==> config.mk <==
export PLATFORM = sky130hd
export DESIGN_NAME = typing_judge
export DESIGN_NICKNAME = d
export VERILOG_FILES = /design/src/rtl/typing_judge.sv
export SDC_FILE = /design/constraint.sdc
export NUM_CORES = 1
export LEC_CHECK = 0
export CAP_MARGIN = 20
export CORE_ASPECT_RATIO = 0.5
export CORE_MARGIN = 5
export CORE_UTILIZATION = 61
export DETAILED_ROUTE_END_ITERATION = 7
export HOLD_SLACK_MARGIN = 0.03
export PLACE_DENSITY_LB_ADDON = 0.3
export RECOVER_POWER = 25
export SETUP_SLACK_MARGIN = 0.4
export SLEW_MARGIN = 20
export SYNTH_ARGS = -nofsm -noshare
export SYNTH_HDL_FRONTEND = slang
export SYNTH_SLANG_ARGS = --single-unit
==> constraint.sdc <==
create_clock -name clk -period 4.1 [get_ports clk]
set_clock_uncertainty 0.05 [all_clocks]
set_input_delay 0.41 -clock clk [delete_from_list [all_inputs] [get_ports clk]]
set_output_delay 0.41 -clock clk [all_outputs]
set_load 0.02 [all_outputs]
==> src/rtl/typing_judge.sv <==
// Typing-game judge: turns keyboard ASCII/clear pairs into single press events,
// scores them against an LFSR-chosen target letter and enforces a per-letter time limit.
module typing_judge #(
    parameter logic [7:0] SEED     = 8'h5A,
    parameter int         TIMEOUT  = 50_000_000,
    parameter logic [7:0] MAX_MISS = 8'd10
) (
    input  logic       clk,
    input  logic       clr,
    input  logic [7:0] asc,
    input  logic       clra,
    input  logic       start,
    output logic [7:0] target,
    output logic [7:0] hit_count,
    output logic [7:0] miss_count,
    output logic [7:0] combo,
    output logic       key_valid,
    output logic       key_hit,
    output logic       playing,
    output logic       game_over
);

    typedef enum logic [1:0] {
        IDLE = 2'd0,
        PLAY = 2'd1,
        OVER = 2'd2
    } state_t;

    localparam int            TW         = $clog2(TIMEOUT);
    localparam logic [TW-1:0] TIMER_LAST = TW'(TIMEOUT - 1);

    function automatic logic [7:0] lfsr_step(input logic [7:0] v);
        return {v[6:0], v[7] ^ v[5] ^ v[4] ^ v[3]};
    endfunction

    // Fold the low five LFSR bits onto the 26 lowercase letters.
    function automatic logic [7:0] letter_of(input logic [7:0] v);
        logic [4:0] idx;
        if (v[4:0] >= 5'd26) begin
            idx = v[4:0] - 5'd26;
        end else begin
            idx = v[4:0];
        end
        return 8'h61 + {3'b000, idx};
    endfunction

    function automatic logic [7:0] sat_inc(input logic [7:0] v);
        return (v == 8'hFF) ? v : v + 8'd1;
    endfunction

    state_t        state_r, state_n;
    logic [7:0]    lfsr_r, lfsr_n;
    logic          clra_q_r;
    logic [TW-1:0] timer_r, timer_n;
    logic [7:0]    target_n, hit_n, miss_n, combo_n;
    logic          key_valid_n, key_hit_n;
    logic [7:0]    norm_s;
    logic          letter_s, press_s;

    // Lowercase the key code and qualify a fresh press of a letter key.
    always_comb begin
        if (asc >= 8'h41 && asc <= 8'h5A) begin
            norm_s = asc + 8'h20;
        end else begin
            norm_s = asc;
        end
        letter_s = (norm_s >= 8'h61) && (norm_s <= 8'h7A);
        press_s  = clra_q_r && !clra && letter_s;
    end

    // Next-state and next-output logic; start overrides any press or timeout.
    always_comb begin
        state_n     = state_r;
        lfsr_n      = lfsr_r;
        target_n    = target;
        hit_n       = hit_count;
        miss_n      = miss_count;
        combo_n     = combo;
        timer_n     = {TW{1'b0}};
        key_valid_n = 1'b0;
        key_hit_n   = 1'b0;
        if (start) begin
            state_n  = PLAY;
            target_n = letter_of(lfsr_r);
            hit_n    = 8'd0;
            miss_n   = 8'd0;
            combo_n  = 8'd0;
        end else begin
            case (state_r)
                PLAY: begin
                    if (press_s) begin
                        key_valid_n = 1'b1;
                        if (norm_s == target) begin
                            key_hit_n = 1'b1;
                            hit_n     = sat_inc(hit_count);
                            combo_n   = sat_inc(combo);
                            lfsr_n    = lfsr_step(lfsr_r);
                            target_n  = letter_of(lfsr_step(lfsr_r));
                        end else begin
                            miss_n  = sat_inc(miss_count);
                            combo_n = 8'd0;
                        end
                    end else if (timer_r == TIMER_LAST) begin
                        miss_n   = sat_inc(miss_count);
                        combo_n  = 8'd0;
                        lfsr_n   = lfsr_step(lfsr_r);
                        target_n = letter_of(lfsr_step(lfsr_r));
                    end else begin
                        timer_n = timer_r + TW'(1);
                    end
                    if (miss_n >= MAX_MISS) begin
                        state_n = OVER;
                    end else begin
                        state_n = PLAY;
                    end
                end
                IDLE, OVER: state_n = state_r;
                default:    state_n = IDLE;
            endcase
        end
    end

    // State, LFSR, timer and registered outputs.
    always_ff @(posedge clk) begin
        if (clr) begin
            state_r    <= IDLE;
            lfsr_r     <= SEED;
            clra_q_r   <= 1'b1;
            timer_r    <= {TW{1'b0}};
            target     <= 8'h00;
            hit_count  <= 8'd0;
            miss_count <= 8'd0;
            combo      <= 8'd0;
            key_valid  <= 1'b0;
            key_hit    <= 1'b0;
            playing    <= 1'b0;
            game_over  <= 1'b0;
        end else begin
            state_r    <= state_n;
            lfsr_r     <= lfsr_n;
            clra_q_r   <= clra;
            timer_r    <= timer_n;
            target     <= target_n;
            hit_count  <= hit_n;
            miss_count <= miss_n;
            combo      <= combo_n;
            key_valid  <= key_valid_n;
            key_hit    <= key_hit_n;
            playing    <= (state_n == PLAY);
            game_over  <= (state_n == OVER);
        end
    end

endmodule

### Yosys cells after proc, flatten, opt, wreduce, memory -nomap -nowiden

Cells that the tools add are included.

| storage, ports and cells | value |
|---|---|
| register bits after elaboration | 73 |
| input bits | 12 |
| output and inout bits | 36 |

| operators by class | value |
|---|---|
| add/sub/neg operators | 10 |
| $lt $le $gt $ge | 7 |
| eq/ne operators | 12 |
| mux-type cells | 35 |
| bitwise gates (word level) | 7 |
| reduce and logical (&&, ||, !) cells | 18 |

Operators by type and width:

| operator | count |
|---|---|
| 2-to-1 mux 8 bit | 19 |
| 2-to-1 mux 5 bit | 11 |
| adder 26 x 1 -> 26 bit (second input constant) | 1 |
| == test 26 bit (second input constant) | 1 |
| adder 7 x 5 -> 8 bit (first input constant) | 3 |
| adder 8 x 1 -> 8 bit (second input constant) | 3 |
| == test 8 bit (second input constant) | 3 |
| >= comparator 8 x 7 -> 1 bit (second input constant) | 2 |
| less-or-equal comparator 8 x 7 -> 1 bit (second input constant) | 2 |
| >= comparator 5 bit (second input constant) | 2 |
| subtractor 5 bit (second input constant) | 2 |
| adder 8 x 6 -> 8 bit (second input constant) | 1 |
| == test 8 bit | 1 |
| >= comparator 8 x 4 -> 1 bit (second input constant) | 1 |
| AND reduction 4 bit | 2 |
| AND reduction 3 bit | 2 |
| OR reduction 5 bit | 1 |
| == test 2 x 1 -> 1 bit (second input constant) | 2 |
| == test 2 bit (second input constant) | 2 |
| logical AND 1 bit | 4 |
| 2-to-1 mux 2 bit | 2 |
| NOT 1 bit | 4 |
| case mux 2 bit (2 select lines) | 1 |
| nonzero test 2 bit | 2 |
| 11 further kinds | 15 |

### Logic depth before layout (Yosys ltp)

| logic depth | value |
|---|---|
| depth in word-level cells | 14 |
| gate-level depth with buffers | 11 |
| mapped depth without buffers | 11 |

### Least setup slack after synthesis

Ideal clock, no wire load.

| timing | value |
|---|---|
| path type | input -> register |
| start point | input port asc[5] |
| end point | register game_over |
| data arrival time | 2446 ps |
| data required time | 3925 ps |
| setup slack | 1479 ps |
| stages | 8 |
| path buffers | 0 |
| cell sequence | ha_1 > nor2b_1 > o211ai_1 > or2_2 > nor4_2 > a21oi_1 > o311a_4 > o41a_1 |

| between the ends | value |
|---|---|
| longest elaborated chain between the ends | 14 |

Ends and longest elaborated chain:

| element | line | RTL |
|---|---|---|
| start: declaration | 10 | `input logic [7:0] asc,` |
| >= comparator 8 x 7 -> 1 bit / less-or-equal comparator 8 x 7 -> 1 bit (equally long branches) | 62 | `if (asc >= 8'h41 && asc <= 8'h5A) begin` |
| logical AND 1 bit | 62 |  |
| 2-to-1 mux 8 bit (*) | 62 |  |
| >= comparator 8 x 7 -> 1 bit / less-or-equal comparator 8 x 7 -> 1 bit (equally long branches) | 67 | `letter_s = (norm_s >= 8'h61) && (norm_s <= 8'h7A);` |
| logical AND 1 bit | 67 |  |
| logical AND 1 bit | 68 | `press_s = clra_q_r && !clra && letter_s;` |
| 2-to-1 mux 8 bit (*) | 91 | `if (press_s) begin` |
| 2-to-1 mux 8 bit (*) | 89 | `case (state_r)` |
| 2-to-1 mux 8 bit (*) | 82 | `if (start) begin` |
| >= comparator 8 x 4 -> 1 bit (*) | 111 | `if (miss_n >= MAX_MISS) begin` |
| 2-to-1 mux 2 bit (*) | 111 |  |
| case mux 2 bit (2 select lines) (*) | 89 |  |
| 2-to-1 mux 2 bit (*) | 82 |  |
| == test 2 bit (*) | 150 | `game_over <= (state_n == OVER);` |
| end signal: assignment | 150 |  |
| end: declaration | 20 | `output logic game_over` |

Every way passes the cells marked *; elsewhere a longest branch is shown, timed or not. The select of a mux whose other input is x is not followed.
A chain may end at the register's enable or synchronous reset.

### Worst setup path after layout

| timing | value |
|---|---|
| start point | input port asc[5] |
| end point | register lfsr_r[0] |

| between the ends | value |
|---|---|
| longest elaborated chain between the ends | 8 |

Ends and longest elaborated chain:

| element | line | RTL |
|---|---|---|
| >= comparator 8 x 7 -> 1 bit / less-or-equal comparator 8 x 7 -> 1 bit (equally long branches) | 62 |  |
| logical AND 1 bit | 62 |  |
| 2-to-1 mux 8 bit (*) | 62 |  |
| >= comparator 8 x 7 -> 1 bit / less-or-equal comparator 8 x 7 -> 1 bit (equally long branches) | 67 |  |
| logical AND 1 bit | 67 |  |
| logical AND 1 bit | 68 |  |
| != test 2 x 1 -> 1 bit (no source line) / nonzero test 2 bit (equally long branches) | n/a |  |
| AND reduction 4 bit (no source line) | n/a |  |
| end signal: assignment | 140 | `lfsr_r <= lfsr_n;` |
| end: declaration | 52 | `logic [7:0] lfsr_r, lfsr_n;` |

Every way passes the cells marked *; elsewhere a longest branch is shown, timed or not.

==> impl_metrics.csv <==
group,metric,value,unit
setup_path,critPathMaxFanout,23,
sta,timing.fmax,0.312,GHz
routing,drc,0,
floorplanning,placementRows,21,
routing,dr.pass1.iters,5,
clock_tree,post_cts_resized,0,
place,gp_congestion,0.854,
power,power,0.00154,W
floorplanning,num_io_pins,48,
place,port_buffers,47,
layout,syn2layout_area_growth,17.1,%
layout,antennaDiodeCount,0,
power,p_leak,1.75,nW
synth,ys_warn_count,0,
sta,tightest_slew,764,ps
clock_tree,cts_max_level,3,
clock_tree,cts_setup_buffers,0,
setup_path,arrival,3360,ps
synth,synth_edf_count,0,
layout,nets,557,
flow_run,cap_violations,0,
setup_path,rrSetupSlack,1190,ps
power,ir_worst_vdd,0.264,mV
floorplanning,dieArea,0.00876,mm²
layout,seq_area,0.00146,mm²
sta,rsz0062_at_grt,"no",
global_routing,grt_antenna_before_repair,0,
sta,max_slew_margin,48.8,%
clock_tree,path_clk_slew,50,ps
layout,final_common_cell,"dfxtp_1",
clock_tree,clock-sinks,73,
clock_tree,root_buffer,"clkbuf_16",
clock_tree,cts_tree,"yes",
synth,synthDistinctLibCells,76,
layout,mostFrequentLayoutCells,"73 x dfxtp_1, 66 x nor2_1, 40 x nand2_1",
routing,post_drt_wl_per_cell,14.8,µm
sta,hold_viol_final,0,
routing,vias,3702,
layout,drive_above_1_share,8.19,%
routing,drt-total-wl,9.29,mm
sta,setup-tns-final,0,ps
clock_tree,holdBufCountCts,0,
place,dp_hpwl,6.55,mm
synth,syn_inst,495,
clock_tree,numCtsBuffers,9,
min_path,min_path_type,"reg -> reg",
layout,fillCellCount,517,
setup_path,critical_path_class,"in -> reg",
setup_path,crit_path_start_kind,"primary input",
routing,first_iter_violations,266,
synth,synth-seq-area-share,34.7,%
floorplanning,die_h,68.7,µm
synth,ys_ff_latch,73,
layout,multi_input_area,0.00255,mm²
sta,final_max_slew_viol_count,0,
clock_tree,clk-insertion-delay-late,330,ps
setup_path,startpoint,"asc[5]",
synth,synth_fp_nets,518,
status,status,"complete, no violations",
min_path,holdCritStartpoint,"timer_r[23]",
floorplanning,start_util,62.8,%
synth,syn_avg_cell_area,8.50,µm²
setup_path,rr_startpoint,"lfsr_r[3]",
sta,finalSetupViolCount,0,
sta,period_needed,3210,ps
global_routing,grt_pass1_wl,15.5,mm
floorplanning,core-area,0.00670,mm²
power,power_density,312,mW/mm²
global_routing,grt_max_degree,27,
global_routing,grt_overflow,0,
routing,drtAntennaViolNets,0,
routing,viasPerCell,5.89,
setup_path,critPathRequiredTime,4250,ps
sta,layout_worst_path_cycle_share,78.3,%
synth,syn_area,0.00421,mm²
setup_path,end_kind,"register",
global_routing,grt_usage,22.0,%
synth,synth-main-ff-cell,"dfxtp_1",
synth,async_flop_share,0,%
global_routing,grt_pass1_vias,3345,
clock_tree,clk_path_buf_depth,2,
floorplanning,dieWidth,127,µm
==> report_power, final <==
| group | internal (W) | switching (W) |
|---|---|---|
| Combinational | 0.0000443 | 0.0000674 |
| Clock | 0.000436 | 0.000265 |
| Sequential | 0.000719 | 0.00000802 |
| Total | 0.00120 | 0.000341 |
==> through the flow <==
| step | util (%) | instances | hold WS (ps) | instance area [µm²] | setup slack [ps] |
|---|---|---|---|---|---|
| floorplan | - | 495 | 388 | 4210 | 1480 |
| global placement | 69.6 | 615 | 414 | 4670 | 695 |
| detailed placement | 69.6 | 615 | 425 | 4670 | 627 |
| CTS | 73.6 | 629 | 444 | 4930 | 925 |
| global route | 73.6 | 629 | 464 | 4930 | 669 |
| finish | 73.6 | 629 | 442 | 4930 | 890 |
==> metal layers <==
metal,part of all wire (%),wire [µm],track usage [%]
met1,47,4370,27.8
met2,47,4390,37.4
met3,4.7,434,5.77
met4,1.1,100,7.35
met5,0,0,0
==> kinds of logic after synthesis <==
family                     synth area share [%]
and+or+nand+nor                            30.0
AOI/OAI and AO/OA                          16.8
buffers and inverters                      4.58
xor gates and xnor gates                   8.32
adders and majority gates                  3.27
DFF                                        34.7
muxes                                      2.38
==> worst paths after layout <==
kind | endpoint | cells after the start
worst max-delay path | lfsr_r[0] | 9
worst min-delay path | timer_r[23] | 2
worst max register to register | target[4] | 9
worst min register to register | timer_r[23] | 2
==> layout make-up <==
type                            count  area share (%)
Multi-Input combinational cell    387            51.8
Sequential cell                    73            29.6
Timing Repair Buffer               48            9.70
Clock buffer                       14            5.36
Tap cell                           92            2.34
Inverter                           15            1.14
==> critical path, stage by stage <==
cell,delay [ps]
clkdlybuf4s50_1,580
ha_1,410
nor2b_1,180
o2111ai_1,130
or4_1,500
a21o_4,330
a21oi_2,510
mux2i_1,250
nor2_1,50
==> Yosys cell counts, drive strengths merged, types with 2 or more instances <==
| cell | number | area (µm²) |
|---|---|---|
| mux2i | 10 | 100 |
| buf | 6 | 62.6 |
| nand4 | 13 | 81.3 |
| o22ai | 2 | 12.5 |
| o311a | 3 | 41.3 |
| a31oi | 6 | 37.5 |
| o311ai | 2 | 17.5 |
| nor4b | 4 | 35.0 |
| ha | 11 | 138 |
| or4b | 2 | 20.0 |
| and2 | 3 | 18.8 |
| nand2b | 6 | 37.5 |
| o21bai | 3 | 26.3 |
| clkbuf | 14 | 73.8 |
| nor2b | 6 | 37.5 |
| a21oi | 22 | 118 |
| inv | 14 | 52.6 |
| and3 | 12 | 75.1 |
| xnor2 | 24 | 210 |
| xor2 | 16 | 140 |
| nor4bb | 2 | 20.0 |
| a32o | 2 | 20.0 |
| or4 | 4 | 35.0 |
| o41a | 2 | 22.5 |
| o211a | 2 | 20.0 |
| nand2 | 41 | 156 |
| a21o | 5 | 52.6 |
| nor3 | 10 | 76.3 |
| o211ai | 4 | 30.0 |
| a311oi | 4 | 47.6 |
| nor3b | 4 | 35.0 |
| or3 | 7 | 43.8 |
| a211oi | 4 | 30.0 |
| nand3 | 30 | 155 |
| o31ai | 2 | 15.0 |
| nand3b | 2 | 15.0 |
| and4 | 4 | 35.0 |
| o41ai | 3 | 26.3 |
| nor2 | 68 | 260 |
| o21ai | 18 | 90.1 |
| or2 | 6 | 37.5 |
| dfxtp | 73 | 1460 |
| nor4 | 7 | 68.8 |
==> sequential cells by signal (all words and copies together), names as in the netlist <==
| name | cells |
|---|---|
| key_hit | 1 |
| game_over | 1 |
| combo | 8 |
| state_r | 2 |
| hit_count | 8 |
| timer_r | 26 |
| playing | 1 |
| lfsr_r | 8 |
| miss_count | 8 |
| clra_q_r | 1 |
| target | 8 |
| key_valid | 1 |
No activity file was read; power rests on OpenSTA's default activity.
